`config.mk`:
```
export PLATFORM = sky130hd
export DESIGN_NAME = baopoco_insel_sched
export DESIGN_NICKNAME = d
export VERILOG_FILES = /design/src/rtl/baopoco_insel_sched.sv
export SDC_FILE = /design/constraint.sdc
export NUM_CORES = 1
export LEC_CHECK = 0
export CORE_UTILIZATION = 46
export CTS_CLUSTER_SIZE = 25
export DETAILED_ROUTE_END_ITERATION = 10
export GPL_TIMING_DRIVEN = 1
export PLACE_DENSITY = 0.74
export RECOVER_POWER = 100
export REMOVE_ABC_BUFFERS = 1
export SYNTH_ARGS = -nofsm -noshare
export SYNTH_HDL_FRONTEND = slang
export SYNTH_SLANG_ARGS = --single-unit
```
`constraint.sdc`:
```
create_clock -name user_clk -period 2.1 [get_ports user_clk]
set_clock_uncertainty 0.2 [all_clocks]
set_input_delay 0.315 -clock user_clk [delete_from_list [all_inputs] [get_ports user_clk]]
set_output_delay 0.315 -clock user_clk [all_outputs]
set_load 0.005 [all_outputs]
```
`src/rtl/baopoco_insel_sched.sv`:
```
// Input-select crossbar change scheduler: captures a new select map on a toggle flip, optionally
// waits for system sync, then blanks the datapath around a single-cycle apply of all selects.
module baopoco_insel_sched #(
    parameter int unsigned NIN     = 4,
    parameter int unsigned SELW    = 2,
    parameter int unsigned HOLDOFF = 16,
    parameter int unsigned SETTLE  = 16,
    parameter int unsigned TO_W    = 24
) (
    input  logic                 user_clk,
    input  logic                 user_rst,
    input  logic [31:0]          reg_data,
    input  logic                 sync_in,
    output logic [NIN*SELW-1:0]  insel,
    output logic                 blank,
    output logic                 apply,
    output logic                 busy,
    output logic [31:0]          status
);

    localparam int unsigned MW   = NIN * SELW;
    localparam int unsigned PMAX = (HOLDOFF > SETTLE) ? HOLDOFF : SETTLE;
    localparam int unsigned CW   = $clog2(PMAX + 1);

    localparam logic [2:0] S_IDLE   = 3'd0;
    localparam logic [2:0] S_WAIT   = 3'd1;
    localparam logic [2:0] S_HOLD   = 3'd2;
    localparam logic [2:0] S_APPLY  = 3'd3;
    localparam logic [2:0] S_SETTLE = 3'd4;

    localparam logic [CW-1:0]   HOLD_LAST   = CW'(HOLDOFF - 1);
    localparam logic [CW-1:0]   SETTLE_LAST = CW'(SETTLE - 1);
    // Last count before the WAIT_SYNC stay reaches 2**TO_W-1 cycles.
    localparam logic [TO_W-1:0] TO_LAST     = {{(TO_W-1){1'b1}}, 1'b0};

    logic [2:0]      r_state;
    logic            r_tog_seen;
    logic [MW-1:0]   r_shadow;
    logic [MW-1:0]   r_insel;
    logic            r_err;
    logic [CW-1:0]   r_cnt;
    logic [TO_W-1:0] r_to;
    logic [15:0]     r_apply_cnt;
    logic [31:0]     r_status;

    logic w_accept;
    logic w_unused_bits;

    assign w_accept      = (reg_data[31] != r_tog_seen);
    assign w_unused_bits = ^reg_data[29:0];

    always_ff @(posedge user_clk) begin
        if (user_rst) begin
            r_state     <= S_IDLE;
            r_tog_seen  <= reg_data[31];
            r_shadow    <= '0;
            r_insel     <= '0;
            r_err       <= 1'b0;
            r_cnt       <= '0;
            r_to        <= '0;
            r_apply_cnt <= 16'd0;
            r_status    <= 32'd0;
        end else begin
            r_status <= {r_state, r_err, 12'd0, r_apply_cnt};
            case (r_state)
                S_IDLE: begin
                    if (w_accept) begin
                        r_tog_seen <= reg_data[31];
                        r_shadow   <= reg_data[MW-1:0];
                        r_err      <= 1'b0;
                        r_cnt      <= '0;
                        r_to       <= '0;
                        r_state    <= reg_data[30] ? S_HOLD : S_WAIT;
                    end
                end
                S_WAIT: begin
                    if (sync_in) begin
                        r_to    <= '0;
                        r_state <= S_HOLD;
                    end else if (r_to == TO_LAST) begin
                        r_to    <= '0;
                        r_err   <= 1'b1;
                        r_state <= S_IDLE;
                    end else begin
                        r_to <= r_to + TO_W'(1);
                    end
                end
                S_HOLD: begin
                    if (r_cnt == HOLD_LAST) begin
                        r_cnt   <= '0;
                        r_state <= S_APPLY;
                    end else begin
                        r_cnt <= r_cnt + CW'(1);
                    end
                end
                S_APPLY: begin
                    r_insel     <= r_shadow;
                    r_apply_cnt <= r_apply_cnt + 16'd1;
                    r_state     <= S_SETTLE;
                end
                S_SETTLE: begin
                    if (r_cnt == SETTLE_LAST) begin
                        r_cnt   <= '0;
                        r_state <= S_IDLE;
                    end else begin
                        r_cnt <= r_cnt + CW'(1);
                    end
                end
                default: r_state <= S_IDLE;
            endcase
        end
    end

    always_comb begin
        busy  = (r_state != S_IDLE);
        apply = (r_state == S_APPLY);
        blank = (r_state == S_HOLD) || (r_state == S_APPLY) || (r_state == S_SETTLE);
    end

    assign insel  = r_insel;
    assign status = r_status;

endmodule

```
* Word level (Yosys, flattened, before mapping)
Index checks and enable logic that the tools add are counted.
Operators by class: mux-type cells 21, add/subtract/negate cells 3, reductions and logical operators 15, eq/ne operators 13
Operator list (number):
- $mux W24 | 3
- $pmux W24 S2 | 1
- $add A24 B1 Y24 const B | 1
- $eq A24 B24 Y1 const B | 1
- $add A16 B1 Y16 const B | 1
- $mux W3 | 5
- $pmux W3 S5 | 1
- $mux W5 | 2
- $ne A2 B2 Y1 const B | 5
- $pmux W5 S2 | 1
- $reduce_and A2 Y1 | 4
- $reduce_and A4 Y1 | 2
- $reduce_bool A2 Y1 | 4
- $eq A3 B2 Y1 const B | 2
- $mux W1 | 6
- $add A5 B1 Y5 const B | 1
- $eq A5 B4 Y1 const B | 1
- $eq A3 B1 Y1 const B | 1
- $eq A3 B3 Y1 const B | 1
- $logic_not A3 Y1 | 1
- $ne A3 B3 Y1 const B | 1
- $reduce_bool A3 Y1 | 1
- $logic_or A1 B1 Y1 | 2
- $mux W2 | 1
- 3 further kinds | 3
Storage, ports and cells: bits of input ports 35, output and inout port bits 43, logic and storage cells 62, bits in registers 98

* Longest topological paths before layout
word-level depth 4, gate-level depth with buffers 8, depth with buffers taken out 7

* Worst setup path before layout
Ideal clock, no wire load.
kind register -> register, start point register r_state[2], end point register r_to[9], data required time 1.838 ns, arrival time 1.848 ns, period minus slack after synthesis 2.110 ns, library setup time 0.062 ns, path slack -0.010 ns, path buffers 0, cell stages (with the launch flop) 6, path through dfxtp_1 > or4b_4 > or2_1 > a31o_4 > or4_1 > nand3_1
On the way: word-level cells in the longest chain between the ends 3, elaborated cells between the ends (all ways) 6, classes of those cells 2 x eq/ne; 1 x mux; 3 x reduce/logical
RTL lines:
- from (decl) | line 36 | logic [2:0] r_state;
- from (signal assigned) | line 73 | r_state <= reg_data[30] ? S_HOLD : S_WAIT;
- $eq A3 B1 Y1 / $logic_not A3 Y1 (equally long branches) | line 65 | case (r_state)
- $reduce_bool A2 Y1 (no source line) / $ne A2 B2 Y1 (equally long branches)
- $reduce_and A2 Y1 (no source line)
- to (signal assigned) | line 85 | r_to <= r_to + TO_W'(1);
- to (decl) | line 42 | logic [TO_W-1:0] r_to;
Several ways; a longest one is shown, not always the timed one. A chain may end at the register's enable or synchronous reset.

* Worst setup path after layout
start point register r_state[1], end point register r_to[9]
Same word-level chain as after synthesis.

==> reports/qor.txt <==
status = finished, violations left
violated checks = negative setup slack
Peak VDD IR = 0.492 mV
Reg-to-Reg End = r_to[9]
met1 usage = 23.9%
vias in the first global route = 2949
PwrDens = 720 nW/um^2
Slew Limit Fails = 0
port bufs = 43
root buffer cell = clkbuf_8
crit start category = flip-flop
CTS Sinks = 86
crit-path max FO = 6
routed vias/inst = 5.27
ratio of final minimum period to clock period = 104%
asr flop ratio synth = 0%
Max-slew headroom = 13.4%
Setup Viol. Count Final = 18
clock power share = 35.0%
commonest cells after routing, fill and taps aside = dfxtp_1 (81), nand2_1 (51), buf_4 (38)
hold-fix buffers at CTS = 0
crit end category = flip-flop
CTS tree = done
synthesized area per cell = 8.65 sq um
warnings from Yosys = 0
clk_lat worst skew = 350 ps
delay of the slowest critical-path stage = 530 ps
DRC Markers = 0
Final Instance Count excl. Fillers = 609
sw frac = 26.8%
commonest non-fill, non-tap cell in the layout = dfxtp_1
nets@finish = 541
dpl ws = -514 ps
die height = 91.0 microns
Synth Flop Type = dfxtp_1
first-pass GRT wire length = 13200 microns
Fmax = 459 MHz
sequential power share = 49.2%
HP Class = flip-flop to flip-flop
hold path start = r_shadow[2]
DR WL/cell = 13.6 microns
Hold Crit Depth = 2
Logic pwr share = 15.7%
H-tree depth = 3
GR peak layer = met2
met3 Use GR = 5.28%
Site Rows = 32
synthesis-stage register bit count = 86
largest net degree at the start of global routing = 36
CTS buffer count = 9
CP bufs+invs = 0
Synth-to-Final Area Change = 33.1%
crit path time final = 2180 ps
WHS Endpoint = insel[2]
overall power = 0.00349 W
Die Wd = 91.0 microns
Worst Tran Pin Value = 1300 ps
delay-heaviest family, CP = simple AND/OR/NAND/NOR gates
total track usage = 19.8%
layout cells sized above 1 = 19.3%
fill cell count = 639
synth unique cells = 46
GR Util met2 = 32.4%
placed wire-length estimate = 5320 microns
Data required, critical path = 2190 ps
Antenna diodes = 0
post-route cell area = 4840 sq um
critical path arrival = 2270 ps
EDFF count, synth = 1
core outline area = 7690 sq um
Final Hold Viols = 0
io pins = 78
Initial DRC Count = 157
Crit path depth = 5
Clock Tree Buf Depth = 2
Vias = 3208
Reg-to-Reg Start = r_state[1]
CP max-delay cell = or4b_4
full die area = 8270 sq um
Routed WL = 8260 microns
Mapped Area = 3640 sq um
dpl cell area = 4400 sq um
Pleak = 1.91 nW
Seq/Total Area, Yosys = 47.6%
Worst-path clk slew = 90 ps
Post-Place Cells = 583
Syn Inst Count = 421
R2R setup slack = -80 ps
antenna violations before repair = 0
RSZ-0062 raised after global routing = yes
setup slack after layout = -79.5 ps
kind of critical path = flip-flop to flip-flop
setup TNS = -893 ps
Initial Utilization = 47.3%
DRT Pass-1 Iters = 5
Int Power = 0.00255 W
routability cong. = 0.819
switching power total = 0.000936 W
grt ovf = 0
crit path cell chain = or4b_4 > or2_4 > a31o_4 > or4_4 > nand3_2
Final ANT Viol Nets = 0
R2R cell count = 5
max cap viols = 0
[final cells by class]
type | instances | area (sq um) | area share (%)
Multi-Input combinational cell | 303 | 1860 | 38.4
Sequential cell | 86 | 1740 | 35.8
Timing Repair Buffer | 92 | 867 | 17.9
Clock buffer | 10 | 138 | 2.84
Tap cell | 102 | 128 | 2.63
Clock inverter | 6 | 77.6 | 1.60
Inverter | 10 | 37.5 | 0.775
[worst register-to-register path, cell delays in order (launching register included)]
cell	delay, ps
dfxtp_2	330
or4b_4	530
or2_4	270
a31o_4	250
or4_4	490
nand3_2	70
[metal layers]
| layer | vias up | routed length [microns] |
|---|---|---|
| met3 | 12 | 416 |
| met1 | 1521 | 3630 |
| li1 | 1593 | - |
| met2 | 82 | 4080 |
| met4 | 0 | 134 |
| met5 | - | 0 |
[sequential cells by signal, indices dropped and copies added, names as in the netlist]
signal / count
insel: 8
status: 20
r_err: 1
r_shadow: 8
r_cnt: 5
r_apply_cnt: 16
r_state: 3
r_to: 24
r_tog_seen: 1
[power by group through the flow]
stage	Clock, W	Sequential (W)	Combinational (W)
6_report	0.00122	0.00172	0.000548
5_1_grt	0.00131	0.00172	0.000600
4_1_cts	0.00125	0.00171	0.000541
3_5_place_dp	0	0.00175	0.000513
3_3_place_gp	0	0.00175	0.000504
2_1_floorplan	0	0.00177	0.000242
[per-stage QoR]
| stage | hold WS (ps) | utilization [%] |
|---|---|---|
| global placement | 238 | 57.2 |
| global route | 279 | 63.0 |
| detailed placement | 250 | 57.2 |
| floorplan | 184 | - |
| CTS | 256 | 61.4 |
| finish | 255 | 63.0 |
[how the worst max path moves through the flow]
stage | slack [ps] | end | from
detailed placement | -510 | r_to[6] | sync_in
global placement | -450 | r_to[9] | sync_in
global route | -130 | r_to[6] | r_state[1]
floorplan | -400 | r_to[11] | r_state[0]
CTS | -90 | r_to[6] | r_state[2]
finish | -80 | r_to[9] | r_state[1]
[synth_stat cells, drive strengths merged, types with 3 or more instances]
master / instances / area share (%)
dfxtp: 85 / 47
nand2: 51 / 5.3
nand3: 42 / 5.8
nor2: 37 / 3.8
a21oi: 24 / 3.3
nor2b: 22 / 3.8
buf: 18 / 3.4
xor2: 16 / 3.8
clkbuf: 15 / 1.5
mux2i: 11 / 3.0
nand4: 11 / 1.9
inv: 10 / 1.0
or3: 10 / 1.7
o21ai: 9 / 1.2
and3: 8 / 1.4
nor3: 6 / 0.83
and4: 5 / 1.2
nor4: 5 / 0.86
ha: 4 / 1.4
or4: 3 / 0.62
xnor2: 3 / 0.72
[kinds of logic after synthesis]
group	share of synthesized area, %
buffers and inverters	6.02
muxes	3.03
and+or+nand+nor	28.9
other	0.103
adders and majority gates	1.38
DFF	47.6
AOI/OAI and AO/OA	8.46
xor gates and xnor gates	4.57
[what timing repair did]
| item | 4_1_cts | 5_1_grt |
|---|---|---|
| pin swaps | 0 | 28 |
| resized for setup | 17 | 30 |
| setup endpoints to repair | 22 | 22 |
| endpoints found under the hold margin | 0 | 0 |
| buffers inserted | 3 | 8 |
| gates cloned | 2 | 1 |
Power figures use the tool's default switching activity.
